==> config.mk <==
export PLATFORM = sky130hd
export DESIGN_NAME = screen_console_ctrl
export DESIGN_NICKNAME = d
export VERILOG_FILES = /design/src/rtl/screen_console_ctrl.sv
export SDC_FILE = /design/constraint.sdc
export NUM_CORES = 1
export LEC_CHECK = 0
export CAP_MARGIN = 20
export CORE_ASPECT_RATIO = 0.6
export CORE_MARGIN = 2
export CORE_UTILIZATION = 45
export CTS_CLUSTER_SIZE = 24
export DETAILED_ROUTE_END_ITERATION = 8
export PLACE_DENSITY_LB_ADDON = 0.12
export SLEW_MARGIN = 30
export SYNTH_ARGS = -nofsm -noshare
export SYNTH_HDL_FRONTEND = slang
export SYNTH_SLANG_ARGS = --single-unit
export TNS_END_PERCENT = 10
==> constraint.sdc <==
create_clock -name clk -period 4.4 [get_ports clk]
set_input_delay 0.66 -clock clk [delete_from_list [all_inputs] [get_ports clk]]
set_output_delay 0.66 -clock clk [all_outputs]
set_load 0.1 [all_outputs]
==> src/rtl/screen_console_ctrl.sv <==
// Text-console write controller for the character screen RAM: turns PUTC/GOTO/CLEAR
// commands into registered byte writes at {row, col}, with line wrap, line clear and full clear.

module screen_console_ctrl_chk #(
    parameter int COLS = 80,
    parameter int ROWS = 40
) (
    input logic        clk,
    input logic        rst_n,
    input logic        cmd_ready,
    input logic        disp_en,
    input logic        wr_en,
    input logic [14:0] wr_addr,
    input logic [7:0]  cursor_x,
    input logic [6:0]  cursor_y
);
    localparam logic [7:0] COL_LAST = 8'(COLS - 1);
    localparam logic [6:0] ROW_LAST = 7'(ROWS - 1);

    a_wr_in_range: assert property (@(posedge clk) disable iff (!rst_n)
        wr_en |-> ((wr_addr[7:0] <= COL_LAST) && (wr_addr[14:8] <= ROW_LAST)));

    a_cursor_in_range: assert property (@(posedge clk) disable iff (!rst_n)
        (cursor_x <= COL_LAST) && (cursor_y <= ROW_LAST));

    a_blank_only_when_busy: assert property (@(posedge clk) disable iff (!rst_n)
        !disp_en |-> !cmd_ready);
endmodule

module screen_console_ctrl #(
    parameter int COLS = 80,
    parameter int ROWS = 40
) (
    input  logic        clk,
    input  logic        rst_n,
    input  logic        cmd_valid,
    output logic        cmd_ready,
    input  logic [1:0]  cmd_op,
    input  logic [7:0]  cmd_data,
    input  logic [7:0]  cmd_x,
    input  logic [6:0]  cmd_y,
    output logic        wr_en,
    output logic [14:0] wr_addr,
    output logic [7:0]  wr_data,
    output logic [7:0]  cursor_x,
    output logic [6:0]  cursor_y,
    output logic        disp_en
);
    typedef enum logic [1:0] {
        ST_IDLE     = 2'd0,
        ST_CLR_LINE = 2'd1,
        ST_CLR_ALL  = 2'd2
    } state_t;

    localparam logic [1:0] OP_PUTC  = 2'd0;
    localparam logic [1:0] OP_GOTO  = 2'd1;
    localparam logic [1:0] OP_CLEAR = 2'd2;
    localparam logic [7:0] CH_BS    = 8'h08;
    localparam logic [7:0] CH_LF    = 8'h0A;
    localparam logic [7:0] CH_CR    = 8'h0D;
    localparam logic [7:0] COL_LAST = 8'(COLS - 1);
    localparam logic [6:0] ROW_LAST = 7'(ROWS - 1);

    state_t      state_r,    state_s;
    logic        wr_en_r,    wr_en_s;
    logic [14:0] wr_addr_r,  wr_addr_s;
    logic [7:0]  wr_data_r,  wr_data_s;
    logic [7:0]  cursor_x_r, cursor_x_s;
    logic [6:0]  cursor_y_r, cursor_y_s;
    logic        disp_en_r,  disp_en_s;
    logic [7:0]  clr_x_r,    clr_x_s;
    logic [6:0]  clr_y_r,    clr_y_s;

    // Wrap-around replaces scrolling: the row after the last one is row 0.
    function automatic logic [6:0] next_row(input logic [6:0] row);
        return (row == ROW_LAST) ? 7'd0 : row + 7'd1;
    endfunction

    // State and output registers.
    always_ff @(posedge clk or negedge rst_n) begin
        if (!rst_n) begin
            state_r    <= ST_IDLE;
            wr_en_r    <= 1'b0;
            wr_addr_r  <= 15'd0;
            wr_data_r  <= 8'd0;
            cursor_x_r <= 8'd0;
            cursor_y_r <= 7'd0;
            disp_en_r  <= 1'b1;
            clr_x_r    <= 8'd0;
            clr_y_r    <= 7'd0;
        end else begin
            state_r    <= state_s;
            wr_en_r    <= wr_en_s;
            wr_addr_r  <= wr_addr_s;
            wr_data_r  <= wr_data_s;
            cursor_x_r <= cursor_x_s;
            cursor_y_r <= cursor_y_s;
            disp_en_r  <= disp_en_s;
            clr_x_r    <= clr_x_s;
            clr_y_r    <= clr_y_s;
        end
    end

    // Command decode and clear sequencing; commands are only taken while idle.
    always_comb begin
        state_s    = state_r;
        wr_en_s    = 1'b0;
        wr_addr_s  = wr_addr_r;
        wr_data_s  = wr_data_r;
        cursor_x_s = cursor_x_r;
        cursor_y_s = cursor_y_r;
        disp_en_s  = disp_en_r;
        clr_x_s    = clr_x_r;
        clr_y_s    = clr_y_r;
        case (state_r)
            ST_IDLE: begin
                if (cmd_valid) begin
                    case (cmd_op)
                        OP_PUTC: begin
                            case (cmd_data)
                                CH_BS: begin
                                    if (cursor_x_r != 8'd0) begin
                                        cursor_x_s = cursor_x_r - 8'd1;
                                        wr_en_s    = 1'b1;
                                        wr_addr_s  = {cursor_y_r, cursor_x_r - 8'd1};
                                        wr_data_s  = 8'h00;
                                    end else begin
                                        cursor_x_s = cursor_x_r;
                                    end
                                end
                                CH_LF: begin
                                    cursor_x_s = 8'd0;
                                    cursor_y_s = next_row(cursor_y_r);
                                    clr_x_s    = 8'd0;
                                    state_s    = ST_CLR_LINE;
                                end
                                CH_CR: begin
                                    cursor_x_s = 8'd0;
                                end
                                default: begin
                                    wr_en_s   = 1'b1;
                                    wr_addr_s = {cursor_y_r, cursor_x_r};
                                    wr_data_s = cmd_data;
                                    if (cursor_x_r < COL_LAST) begin
                                        cursor_x_s = cursor_x_r + 8'd1;
                                    end else begin
                                        cursor_x_s = 8'd0;
                                        cursor_y_s = next_row(cursor_y_r);
                                        clr_x_s    = 8'd0;
                                        state_s    = ST_CLR_LINE;
                                    end
                                end
                            endcase
                        end
                        OP_GOTO: begin
                            cursor_x_s = (cmd_x > COL_LAST) ? COL_LAST : cmd_x;
                            cursor_y_s = (cmd_y > ROW_LAST) ? ROW_LAST : cmd_y;
                        end
                        OP_CLEAR: begin
                            cursor_x_s = 8'd0;
                            cursor_y_s = 7'd0;
                            disp_en_s  = 1'b0;
                            clr_x_s    = 8'd0;
                            clr_y_s    = 7'd0;
                            state_s    = ST_CLR_ALL;
                        end
                        default: begin
                            state_s = ST_IDLE;
                        end
                    endcase
                end else begin
                    state_s = ST_IDLE;
                end
            end
            ST_CLR_LINE: begin
                wr_en_s   = 1'b1;
                wr_addr_s = {cursor_y_r, clr_x_r};
                wr_data_s = 8'h00;
                if (clr_x_r == COL_LAST) begin
                    state_s = ST_IDLE;
                end else begin
                    clr_x_s = clr_x_r + 8'd1;
                end
            end
            ST_CLR_ALL: begin
                wr_en_s   = 1'b1;
                wr_addr_s = {clr_y_r, clr_x_r};
                wr_data_s = 8'h00;
                if (clr_x_r == COL_LAST) begin
                    clr_x_s = 8'd0;
                    if (clr_y_r == ROW_LAST) begin
                        disp_en_s = 1'b1;
                        state_s   = ST_IDLE;
                    end else begin
                        clr_y_s = clr_y_r + 7'd1;
                    end
                end else begin
                    clr_x_s = clr_x_r + 8'd1;
                end
            end
            default: begin
                state_s = ST_IDLE;
            end
        endcase
    end

    assign cmd_ready = (state_r == ST_IDLE);
    assign wr_en     = wr_en_r;
    assign wr_addr   = wr_addr_r;
    assign wr_data   = wr_data_r;
    assign cursor_x  = cursor_x_r;
    assign cursor_y  = cursor_y_r;
    assign disp_en   = disp_en_r;

    screen_console_ctrl_chk #(.COLS(COLS), .ROWS(ROWS)) u_chk (
        .clk       (clk),
        .rst_n     (rst_n),
        .cmd_ready (cmd_ready),
        .disp_en   (disp_en),
        .wr_en     (wr_en),
        .wr_addr   (wr_addr),
        .cursor_x  (cursor_x),
        .cursor_y  (cursor_y)
    );
endmodule

# Word-level counts from Yosys, hierarchy flattened
# Index checks and enable logic that the tools add are counted.
# totals
elab_cells	114
ff_bits	57
in_bits	28
# classes
n_addsub	5
n_mux	50
eq_ne	29
reduce_logical	18
order_cmp	3
# ops
op	count
8-bit 2-to-1 mux	10
8-bit one-hot mux with 2 select lines	5
7-bit 2-to-1 mux	7
8-bit one-hot mux with 3 select lines	2
15-bit 2-to-1 mux	3
15-bit one-hot mux with 3 select lines	1
15-bit one-hot mux with 2 select lines	1
7-bit one-hot mux with 2 select lines	2
5-bit AND reduction	5
8-bit by 4-bit equality test with 1-bit output, second input constant	3
7-bit one-hot mux with 3 select lines	1
8-bit by 1-bit adder with 8-bit output, second input constant	2
2-bit != test, second input constant	8
3-bit != test, second input constant	5
7-bit by 1-bit adder with 7-bit output, second input constant	2
7-bit by 6-bit equality test with 1-bit output, second input constant	2
2-bit one-hot mux with 3 select lines	2
6-bit AND reduction	2
2-bit 2-to-1 mux	5
8-bit by 7-bit equality test with 1-bit output, second input constant	1
8-bit by 7-bit greater-than comparator with 1-bit output, second input constant	1
8-bit by 7-bit < comparator with 1-bit output, second input constant	1
4-bit != test, second input constant	2
8-bit nonzero test	1
15 further kinds	31

# Depth between registers and ports, before layout
# Gate-level depths: netlist (run 1).
# depth
depth_word	6
ltp_mapped	9
depth_no_buf	7

# Worst setup path before layout (run 1)
# OpenSTA, ideal clock, no wires.
# synth_timing
kind	register to register
start	reg cursor_x_r[0] (netlist: cursor_x[0])
end	reg wr_addr_r[0] (netlist: wr_addr[0])
path_stages_with_launch	9
setup_time_ns	0.125
setup_slack_ns	1.506
arrival_time_ns	2.768
path_buffers	1
path_cell_list	dfrtp_1 inv_1 ha_1 nor3b_2 nand4_1 nand4_1 a31oi_1 buf_2 mux2_2
# synth_between
elab_chain_len	6
# synth_rtl
element	line_no	rtl
start, declared	68	logic [7:0] cursor_x_r, cursor_x_s;
start signal, assigned	96	cursor_x_r <= cursor_x_s;
8-bit by 1-bit subtractor with 8-bit output	125	wr_addr_s = {cursor_y_r, cursor_x_r - 8'd1};
15-bit 2-to-1 mux	122	if (cursor_x_r != 8'd0) begin
15-bit one-hot mux with 2 select lines	120	case (cmd_data)
15-bit 2-to-1 mux	118	case (cmd_op)
15-bit 2-to-1 mux	117	if (cmd_valid) begin
15-bit one-hot mux with 3 select lines	115	case (state_r)
end signal, assigned	94	wr_addr_r <= wr_addr_s;
end, declared	66	logic [14:0] wr_addr_r, wr_addr_s;
# Several ways; a longest one is shown, not always the timed one. The select of a mux whose other input is x is not followed.
# A chain may end at the register's enable or synchronous reset.

# Worst setup path in the final report (run 1)
# layout_timing
start	reg state_r[1]
end	out cmd_ready
# layout_between
elab_chain_len	1
# layout_rtl
element	line_no	rtl
start, declared	64	state_t state_r, state_s;
start signal, assigned	92	state_r <= state_s;
2-bit logical NOT	207	assign cmd_ready = (state_r == ST_IDLE);
end, declared	37	output logic cmd_ready,
# Every way passes these cells.

==> impl_results.md, run 1 <==
- Register area share after synthesis: 37.1%
- Die X-Extent: 123 um
- Syn Nets: 459
- Critical path class: reg -> out
- Post-synth ARST share: 100%
- Final core occ: 58.5%
- Initial core utilization: 45.8%
- Area after DPL: about 4600 um2
- Crit path max fanout: 10
- Vias/cell: 6.02
- Worst skew pair latency: roughly 340 ps
- Element type at the critical path end: output port
- Vias in the first global route: between 3000 and 4000
- ANT cells: 0
- Post_cts resized: 0
- Clock root buffer: clkbuf_16
- Final nets: 516
- CTS Buffer Depth: 2
- Largest net degree at the start of global routing: 58
- FP Rows: 26
- Critical path launch point type: flop
- Total of max-cap violations: 0
- Most common cell after layout, fill and taps aside: clkdlybuf4s50_1
- Pre-antenna DRT Iters: 5
- Synth-to-layout area growth: 27.7%
- Worst EP required: roughly 3700 ps
- Period minus WS final: 3120 ps
- Die H: around 76 um
- Leak: 2.06 nW
- CTS clk-pin slew, worst paths: 50 ps
- Peak supply drop: between 0.4 and 0.5 mV
- Crit path arrival time: approximately 2500 ps
- Netlist cell types: 63
- First-pass GRT wire length: 17300 um
- Final wirelength: 10700 um
- Core ar.: between 8000 and 9000 um2
- # setup viols final: 0
- HPWL after DPL: 7590 um
- Gr ovfl total: 0
- FMAX: around 0.32 GHz
- H-Tree Depth: 3
- Initial antenna violation count: 0
- Fin Clk Skew: 4.74 ps
- Final-report hold violation count: 0
- TNS Setup: 0 ps
- Hold Buf Count CTS: 0
- Num ports: between 60 and 70
- Synth Register Bits: 57
- Period Utilization, post-route: 71.0%
- Measured slew at the worst slew-check pin: 993 ps
- Most frequent cells in the layout: clkdlybuf4s50_1, dfrtp_1, o21ai_0
- Worst rel slew slack: about a third
- TritonCTS buffer count: 9
- CTS tree: built
- Share of layout cells above drive strength 1: between 10% and 20%
- Synth Flop Type: dfrtp_1
- Cell Area, Synth: 3850 um2
- Worst min path class: in -> async
- Avg Cell Area, Syn: 9.25 um2
- ANT nets after route: 0
- Clk sinks: 57
- Pwr per Cell Area: 632 nW/um2
- Ys Warns: 0
- Post CTS Setup Buffer Count: 0
- RSZ-0062 raised after global routing: no
- Status: complete, no violations
- Cells after synthesis: 416
- Die area: 9330 um2
- Initial DRC Count: around 380
- Filler cell count: 735
- Drc violations: 0
- Final GP Congestion: 0.906
- Count of input and output buffers: 68
- Drt wl/cell: 18.2 um
- GR Util All Layers: approximately 25%
- Vias: 3554
- Max-slew violations: 0
- Post-synth EDFFs: 0
- Final instance area: 4910 um2
-- layout make-up --
cell class	instances	area, um2	area share, %
multi-input cells	323	2260	46.1
flip-flops and latches	57	1430	29.1
repair buffers	71	698	14.2
clock buffers	12	267	5.43
well taps	112	140	2.85
clock inverters	4	73.8	1.50
inverters	11	41.3	0.841
-- critical path, stage by stage, from the launching register on --
cell and delay [ps]:
dfrtp_1 430, inv_1 100, ha_1 380, clkdlybuf4s50_1 1220
-- stage by stage --
stage | hold WS, ps | setup WS [ps] | instances | power, mW
final | 483 | 1280 | 590 | 3.10
after global routing | 521 | 1180 | 590 | 3.22
after CTS | 507 | 1270 | 590 | 3.11
after detailed placement | 495 | 1170 | 574 | 2.29
after global placement | 498 | 1230 | 574 | 2.28
after floorplan | 364 | 1510 | 416 | 1.92
-- Yosys cell counts (3+ instances only) --
master | instances | area (um2)
nand2b_1 | 12 | 75.1
a2111oi_0 | 3 | 26.3
a221o_1 | 3 | 30.0
a41oi_1 | 3 | 26.3
clkbuf_1 | 12 | 45.0
mux2i_1 | 4 | 40.0
nand4b_1 | 3 | 26.3
nor2_1 | 25 | 93.8
or3_1 | 5 | 31.3
mux2_2 | 23 | 259
buf_2 | 9 | 45.0
dfrtp_1 | 56 | 1400
nand4_1 | 6 | 37.5
o21ai_0 | 45 | 225
o21a_1 | 5 | 37.5
nor3_1 | 9 | 45.0
o31ai_1 | 9 | 67.6
o31ai_2 | 3 | 37.5
a22o_1 | 12 | 105
nor2b_1 | 12 | 75.1
nor4b_1 | 3 | 26.3
and3_1 | 10 | 62.6
ha_1 | 15 | 188
inv_1 | 11 | 41.3
a31oi_1 | 5 | 31.3
a21oi_1 | 12 | 60.1
xnor2_1 | 4 | 35.0
and2_1 | 5 | 31.3
nor4_1 | 3 | 18.8
xor2_1 | 3 | 26.3
nand3_1 | 16 | 80.1
nand2_1 | 25 | 93.8
-- logic make-up after synthesis --
logic type	Yosys count	synth area share, %
xor gates and xnor gates	7	1.59
AOI/OAI and AO/OA	127	23.2
DFF	57	37.1
and+or+nand+nor	147	21.2
buffers and inverters	36	4.23
muxes	27	7.77
adders and majority gates	15	4.88
-- flip-flops by register name, summed over array words and instances (netlist names) --
name and cells:
disp_en 1, state_r 2, cursor_x 8, wr_data 8, wr_en 1, clr_y_r 7, clr_x_r 8, cursor_y 7
wr_addr 15
-- worst paths after layout --
| kind | end | slack, ps | depth (start not counted) | start |
|---|---|---|---|---|
| worst max-delay path | cmd_ready | 1280 | 3 | state_r[1] |
| worst min-delay path | cursor_x[3] | 480 | 2 | rst_n |
| worst max register to register | clr_x_r[5] | 1610 | 6 | state_r[1] |
| worst min register to register | wr_addr[9] | 510 | 1 | wr_addr[9] |
| max in group asynchronous | wr_addr[8] | 3420 | 2 | rst_n |
| min in group clk | wr_addr[9] | 510 | 1 | wr_addr[9] |
-- metal layers --
metal  vias up  track usage [%]  share of wire [%]
met3        17             9.51                8.6
met2       131             33.6                 41
li1       1679                -                  -
met4         0             5.93                1.4
met1      1727             35.9                 49
met5         -                0                  0
-- power breakdown --
group | internal [mW] | switching [mW]
sequential | 0.638 | 0.130
clock | 0.542 | 0.265
combinational | 0.404 | 1.13
total | 1.58 | 1.52
Note: power is estimated with default switching activity, not from simulation.
==> run 2, diff against run 1 <==
==> constraint.sdc (replaced) <==
create_clock -name clk -period 2.95 [get_ports clk]
set_input_delay 0.4425 -clock clk [delete_from_list [all_inputs] [get_ports clk]]
set_output_delay 0.4425 -clock clk [all_outputs]
set_load 0.1 [all_outputs]
==> run 2 against run 1 <==
Compared with the run above: sequential share of layout area rose by 0.35 points; setup slack got worse by 830 ps; wire length fell by 0.76%; non-clock buffer count rose by 8; highest routed layer unchanged; critical path type is now reg -> reg.
==> impl_results.md, run 2 (same netlist as run 1, synthesis figures left out) <==
- Status: complete, no violations
- Vias: 3631 (+2.2%)
- Register area: 1430 um2 (unchanged)
- Setup ws final: 443 ps (-834 ps)
- Busiest grt layer: met1
- Clk sinks: 57 (unchanged)
- Drc violations: 0 (unchanged)
- Most frequent cells in the layout: dfrtp_1, buf_4, o21ai_0
- TritonCTS buffer count: 9 (unchanged)
- CTS Buffer Depth: 2 (unchanged)
- HPWL after DPL: 7790 um (+2.7%)
- Internal cell power: 2.27 mW (+43%)
- Pre-antenna DRT Iters: 4 (-1)
- ANT cells: 0 (unchanged)
- Most common cell after layout, fill and taps aside: dfrtp_1
- Die X-Extent: 123 um (unchanged)
- Sw Ratio: 50.0% (+1.0 points)
- Max-slew violations: 0 (unchanged)
- Final core occ: 57.8% (-0.70 points)
- Period minus WS final: between 2000 and 3000 ps
- Power share of the combinational group: 49.2% (about the same)
- Critical path class: reg -> reg
- Period Utilization, post-route: between 80 and 90%
- Hold Buf Count CTS: 0 (unchanged)
- Final GP Congestion: 0.887 (-2.1%)
- Count of input and output buffers: 68 (unchanged)
- Crit path max fanout: 10 (unchanged)
- Area of the multi-input gates: 2260 um2 (unchanged)
- Leak: 2.15 nW (+4.3%)
- Share of layout cells above drive strength 1: 22.2% (+9.7 points)
- CTS tree: built
- Final-report hold violation count: 0 (unchanged)
- Met3 usage in global routing: 6.21% (-3.3 points)
- Vias in the first global route: 3308 (-0.39%)
- Register with the most flip-flops: wr_addr
- Final nets: 524 (+1.6%)
- Switch Pwr: 2.26 mW (+49%)
- Worst EP required: 3190 ps (-550 ps)
- Synth-to-layout area growth: 26.1%
- TNS Setup: 0 ps (unchanged)
- Gr ovfl total: 0 (unchanged)
- FP Rows: 26 (unchanged)
- Clock root buffer: clkbuf_16
- Worst min path class: in -> async
- Die area: 9330 um2 (unchanged)
- Fin Clk Skew: 4.60 ps (-0.139 ps)
- RSZ-0062 raised after global routing: no
- Max reg flops: 15 (unchanged)
- Vias/cell: 6.07 (+0.80%)
- Largest net degree at the start of global routing: 47 (-19%)
- Total of max-cap violations: 0 (unchanged)
- Die H: 75.6 um (unchanged)
- Sequential Power Share: 25.4% (+0.7 points)
- GRT met2 Usage: 33.3% (-0.37 points)
- Peak supply drop: 0.930 mV (+100%)
- Core ar.: 8390 um2 (unchanged)
- First-pass GRT wire length: 17300 um (+0.40%)
- Initial DRC Count: 348 (-9.1%)
- Crit path arrival time: 2750 ps (+290 ps)
- Post-Place Worst Slack: 173 ps (-998 ps)
- # setup viols final: 0 (unchanged)
- CTS clk-pin slew, worst paths: 50 ps (about the same)
- Initial core utilization: 45.8% (unchanged)
- Worst rel slew slack: 48.1% (+15 points)
- Final wirelength: 10600 um (-0.76%)
- Initial antenna violation count: 0 (unchanged)
- FMAX: 0.399 GHz
- H-Tree Depth: 3 (unchanged)
- ANT nets after route: 0 (unchanged)
- Critical path launch point type: flop
- Drt wl/cell: 17.8 um (-2.1%)
- Met1 Use GR: 38.1% (+2.2 points)
- Element type at the critical path end: flop
- Filler cell count: 773 (+5.2%)
- Worst skew pair latency: 340 ps (about the same)
- Pwr per Cell Area: 934 nW/um2 (+48%)
- Measured slew at the worst slew-check pin: 768 ps (-225 ps)
- GR Util All Layers: 24.7% (+0.17 points)
- Clock Power Share: 25.4% (-0.6 points)
- Num ports: 69 (unchanged)
- Post_cts resized: 0 (unchanged)
- Post CTS Setup Buffer Count: 0 (unchanged)
## run 2: cell types whose count changed in the layout (fill, tap and decap cells not counted)
cell,change
buf_2,-1
clkdlybuf4s50_1,-41
buf_4,+50
clkbuf_1,+1
o21ai_1,-1
o21ai_0,+1
clkbuf_8,-2
clkinv_2,+1
## run 2: stage by stage
stage / cells / hold WS (ps) / total power, mW / instance area (um2)
floorplan: 416 / 147 / 2.86 / 3850
global placement: 582 / 496 / 3.37 / 4530
detailed placement: 582 / 500 / 3.38 / 4530
CTS: 598 / 146 / 4.54 / 4850
global route: 598 / 164 / 4.70 / 4850
finish: 598 / 106 / 4.53 / 4850
## run 2: layer usage
layer	vias up	routed length [um]	share of wire, %
met3	15	756	7.1
met1	1758	5420	51
met5	-	0	0
met2	153	4330	41
met4	0	141	1.3
li1	1705	-	-
## run 2: final cells by class
type                       count  share of cell area, %
tap                          112                   2.89
sequential                    57                   29.4
timing repair buffer          79                   13.6
clock inverter                 5                   1.62
clock buffer                  11                   5.00
multi-input combinational    323                   46.6
inverter                      11                  0.851
## run 2: final timing paths
kind                             startpoint     endpoint  slack [ps]  cells past startpoint
worst max-delay path            cursor_x[1]   clr_x_r[3]         440                      6
worst min-delay path                  rst_n  cursor_x[4]         110                      1
worst max register to register  cursor_x[1]   clr_x_r[3]         440                      6
worst min register to register   wr_addr[2]   wr_addr[2]         510                      1
max in group asynchronous             rst_n  cursor_x[5]        2270                      2
min in group clk                 wr_addr[2]   wr_addr[2]         510                      1
## run 2: power by group through the flow
stage | combinational, mW | clock [mW] | sequential, mW
floorplan | 0.580 | 0 | 2.28
global placement | 2.21 | 0 | 1.16
detailed placement | 2.22 | 0 | 1.16
CTS | 2.23 | 1.17 | 1.15
global route | 2.32 | 1.20 | 1.18
finish | 2.23 | 1.15 | 1.15
## run 2: worst max-delay path, stage by stage, from the launching register on
cell and delay, ps:
dfrtp_1 470, ha_1 270, nand3_1 140, a21oi_1 450, o21ai_2 250, or3_1 550
o31ai_2 270
==> run 3, diff against run 2 <==
==> constraint.sdc (replaced) <==
create_clock -name clk -period 2.2 [get_ports clk]
set_input_delay 0.33 -clock clk [delete_from_list [all_inputs] [get_ports clk]]
set_output_delay 0.33 -clock clk [all_outputs]
set_load 0.1 [all_outputs]
==> run 3 against run 2 <==
Compared with the run above: worst hold slack better by 240 ps; critical path type unchanged; non-clock buffer count increased by 61; global-route usage rose by 1.8 points; via count rose by 6.3%; register-to-register slack lost 410 ps; largest power group unchanged; first-iteration DRC count is 3.4% higher; sequential cell count is the same; utilization grew 7.6 points.
==> impl_results.md, run 3 (same netlist as run 1, synthesis figures left out) <==
- Status: complete, no violations
- Gr ovfl total: 0 (unchanged)
- Worst rel slew slack: 71.3% (+23 points)
- Crit path arrival time: 2380 ps (-370 ps)
- CTS Buffer Depth: 2 (unchanged)
- Vias/cell: 5.86 (-3.5%)
- Worst min path class: in -> async
- Total of max-cap violations: 0 (unchanged)
- Synth-to-layout area growth: 42.7%
- Crit Reg-Reg Startpoint: cursor_x[0]
- Crit path max fanout: 8 (-2)
- Critical path launch point type: flop
- Largest net degree at the start of global routing: 29 (-38%)
- RR Endpoint: wr_data[0]
- Power share of the combinational group: 52.0% (+2.8 points)
- GRT met2 Usage: 40.4% (+7.1 points)
- Period minus WS final: 2170 ps (-340 ps)
- Vias in the first global route: 3669 (+11%)
- Initial core utilization: 45.8% (unchanged)
- Share of layout cells above drive strength 1: 35.6% (+13 points)
- Max stage delay on crit path: 520 ps (-30 ps)
- Internal cell power: 3.19 mW (+41%)
- FMAX: 0.462 GHz (+16%)
- Sequential Power Share: 25.0% (-0.4 points)
- Worst EP required: 2410 ps (-780 ps)
- Die H: 75.6 um (unchanged)
- Measured slew at the worst slew-check pin: 420 ps (-348 ps)
- Reg2Reg Depth: 8 (+2)
- RSZ-0062 raised after global routing: yes
- GR Util All Layers: 26.5% (+1.8 points)
- Post-Place Worst Slack: -302 ps (-475 ps)
- Area of the multi-input gates: 2390 um2 (+5.5%)
- Most frequent cells in the layout: buf_4, dfrtp_1, o21ai_0
- Final GP Congestion: 0.858 (-3.3%)
- Drt wl/cell: 18.0 um (+0.83%)
- Setup ws final: 33.5 ps (-410 ps)
- Core ar.: 8390 um2 (unchanged)
- HPWL after DPL: 8740 um (+12%)
- Met3 usage in global routing: 7.34% (+1.1 points)
- Max-slew violations: 0 (unchanged)
- Final-report hold violation count: 0 (unchanged)
- CP endpoint: wr_data[0]
- Register area: 1460 um2 (+1.9%)
- TritonCTS buffer count: 9 (unchanged)
- CTS clk-pin slew, worst paths: 50 ps (about the same)
- CP most frequent cell: nand4_1
- Period Utilization, post-route: 98.5% (+14 points)
- Clock Power Share: 23.1% (-2.3 points)
- Die X-Extent: 123 um (unchanged)
- ANT nets after route: 0 (unchanged)
- Post-route total power: 6.26 mW (+38%)
- Filler cell count: 711 (-8.0%)
- Most common cell after layout, fill and taps aside: buf_4
- Max reg flops: 15 (unchanged)
- Vias: 3860 (+6.3%)
- Clock root buffer: clkbuf_16
- ANT cells: 0 (unchanged)
- Fin Clk Skew: 8.97 ps (+4.37 ps)
- Drc violations: 0 (unchanged)
- Critical path class: reg -> reg
- Final core occ: 65.4% (+7.6 points)
- H-Tree Depth: 3 (unchanged)
- CTS tree: built
- Element type at the critical path end: flop
- Busiest grt layer: met2
- Final nets: 585 (+12%)
- Area after DPL: 5070 um2 (+12%)
- Pre-antenna DRT Iters: 5 (+1)
- FP Rows: 26 (unchanged)
- Initial DRC Count: 360 (+3.4%)
- Num ports: 69 (unchanged)
- Peak supply drop: 1.01 mV (+8.8%)
- Switch Pwr: 3.07 mW (+35%)
- Met1 Use GR: 38.3% (+0.21 points)
- CP startpoint: cursor_x[0]
- Pwr per Cell Area: 1140 nW/um2 (+22%)
- Leak: 2.44 nW (+14%)
- FF-to-FF setup slack: 30 ps (-410 ps)
- Clk sinks: 57 (unchanged)
- Slowest cell on crit path: dfrtp_4
- CP Cell Sequence: inv_4 -> ha_4 -> nor3b_4 -> nand4_1 -> nand4_1 -> a31oi_4 -> buf_6 -> mux2_2
- Die area: 9330 um2 (unchanged)
- Final wirelength: 11800 um (+11%)
- # setup viols final: 0 (unchanged)
- Worst skew pair latency: 330 ps (about the same)
- Sw Ratio: 49.0% (-0.96 points)
- Register with the most flip-flops: wr_addr
- Count of input and output buffers: 68 (unchanged)
- Initial antenna violation count: 0 (unchanged)
- First-pass GRT wire length: 18600 um (+7.2%)
- Final instance area: 5490 um2 (+13%)
## run 3: timing repair
item                                   CTS  global route
gates resized for setup                  1            19
buffers inserted                         0             1
endpoints found under the hold margin    3             0
pin swaps                                1             3
hold buffers                             1             0
setup endpoints to repair                5            40
## run 3: final cells by class
cell class | count | share of cell area [%]
multi-input cells | 323 | 43.5
flip-flops and latches | 57 | 26.5
repair buffers | 140 | 21.0
clock buffers | 14 | 4.99
well taps | 112 | 2.55
inverters | 11 | 0.798
clock inverters | 2 | 0.638
## run 3: worst min path at each step
stage / from / to / cells after the start
after global routing: rst_n / clr_y_r[3] / 2
after CTS: rst_n / clr_y_r[3] / 2
after floorplan: rst_n / clr_x_r[0] / 0
after global placement: rst_n / clr_y_r[3] / 1
after detailed placement: rst_n / clr_y_r[3] / 1
final: rst_n / state_r[1] / 2
## run 3: worst max-delay path: cells and delay by family, from the launching register on
| kind | cells | cell delay (ps) |
|---|---|---|
| simple gates | 3 | 720 |
| mux | 1 | 280 |
| fa+ha+maj | 1 | 130 |
| compound gates | 1 | 140 |
| buf+inv | 2 | 260 |
| flops | 1 | 520 |
## run 3: power by group through the flow
stage	Combinational, mW	Clock [mW]	Sequential (mW)
floorplan	0.823	0	3.09
global placement	3.13	0	1.55
detailed placement	3.17	0	1.56
CTS	3.20	1.46	1.55
global route	3.39	1.52	1.60
finish	3.25	1.44	1.56
## run 3: per-stage QoR
step / cells / TNS (ps) / hold slack, ps
final: 659 / 0 / 343
after global routing: 659 / -70.3 / 349
after CTS: 658 / 0 / 336
after detailed placement: 641 / -10090 / 152
after global placement: 641 / -7880 / 156
after floorplan: 416 / -128 / 34.4
## run 3: per-layer routing
layer | vias up | part of all wire, %
met5 | - | 0
met1 | 1862 | 48
met4 | 0 | 0.72
li1 | 1819 | -
met2 | 167 | 43
met3 | 12 | 7.7
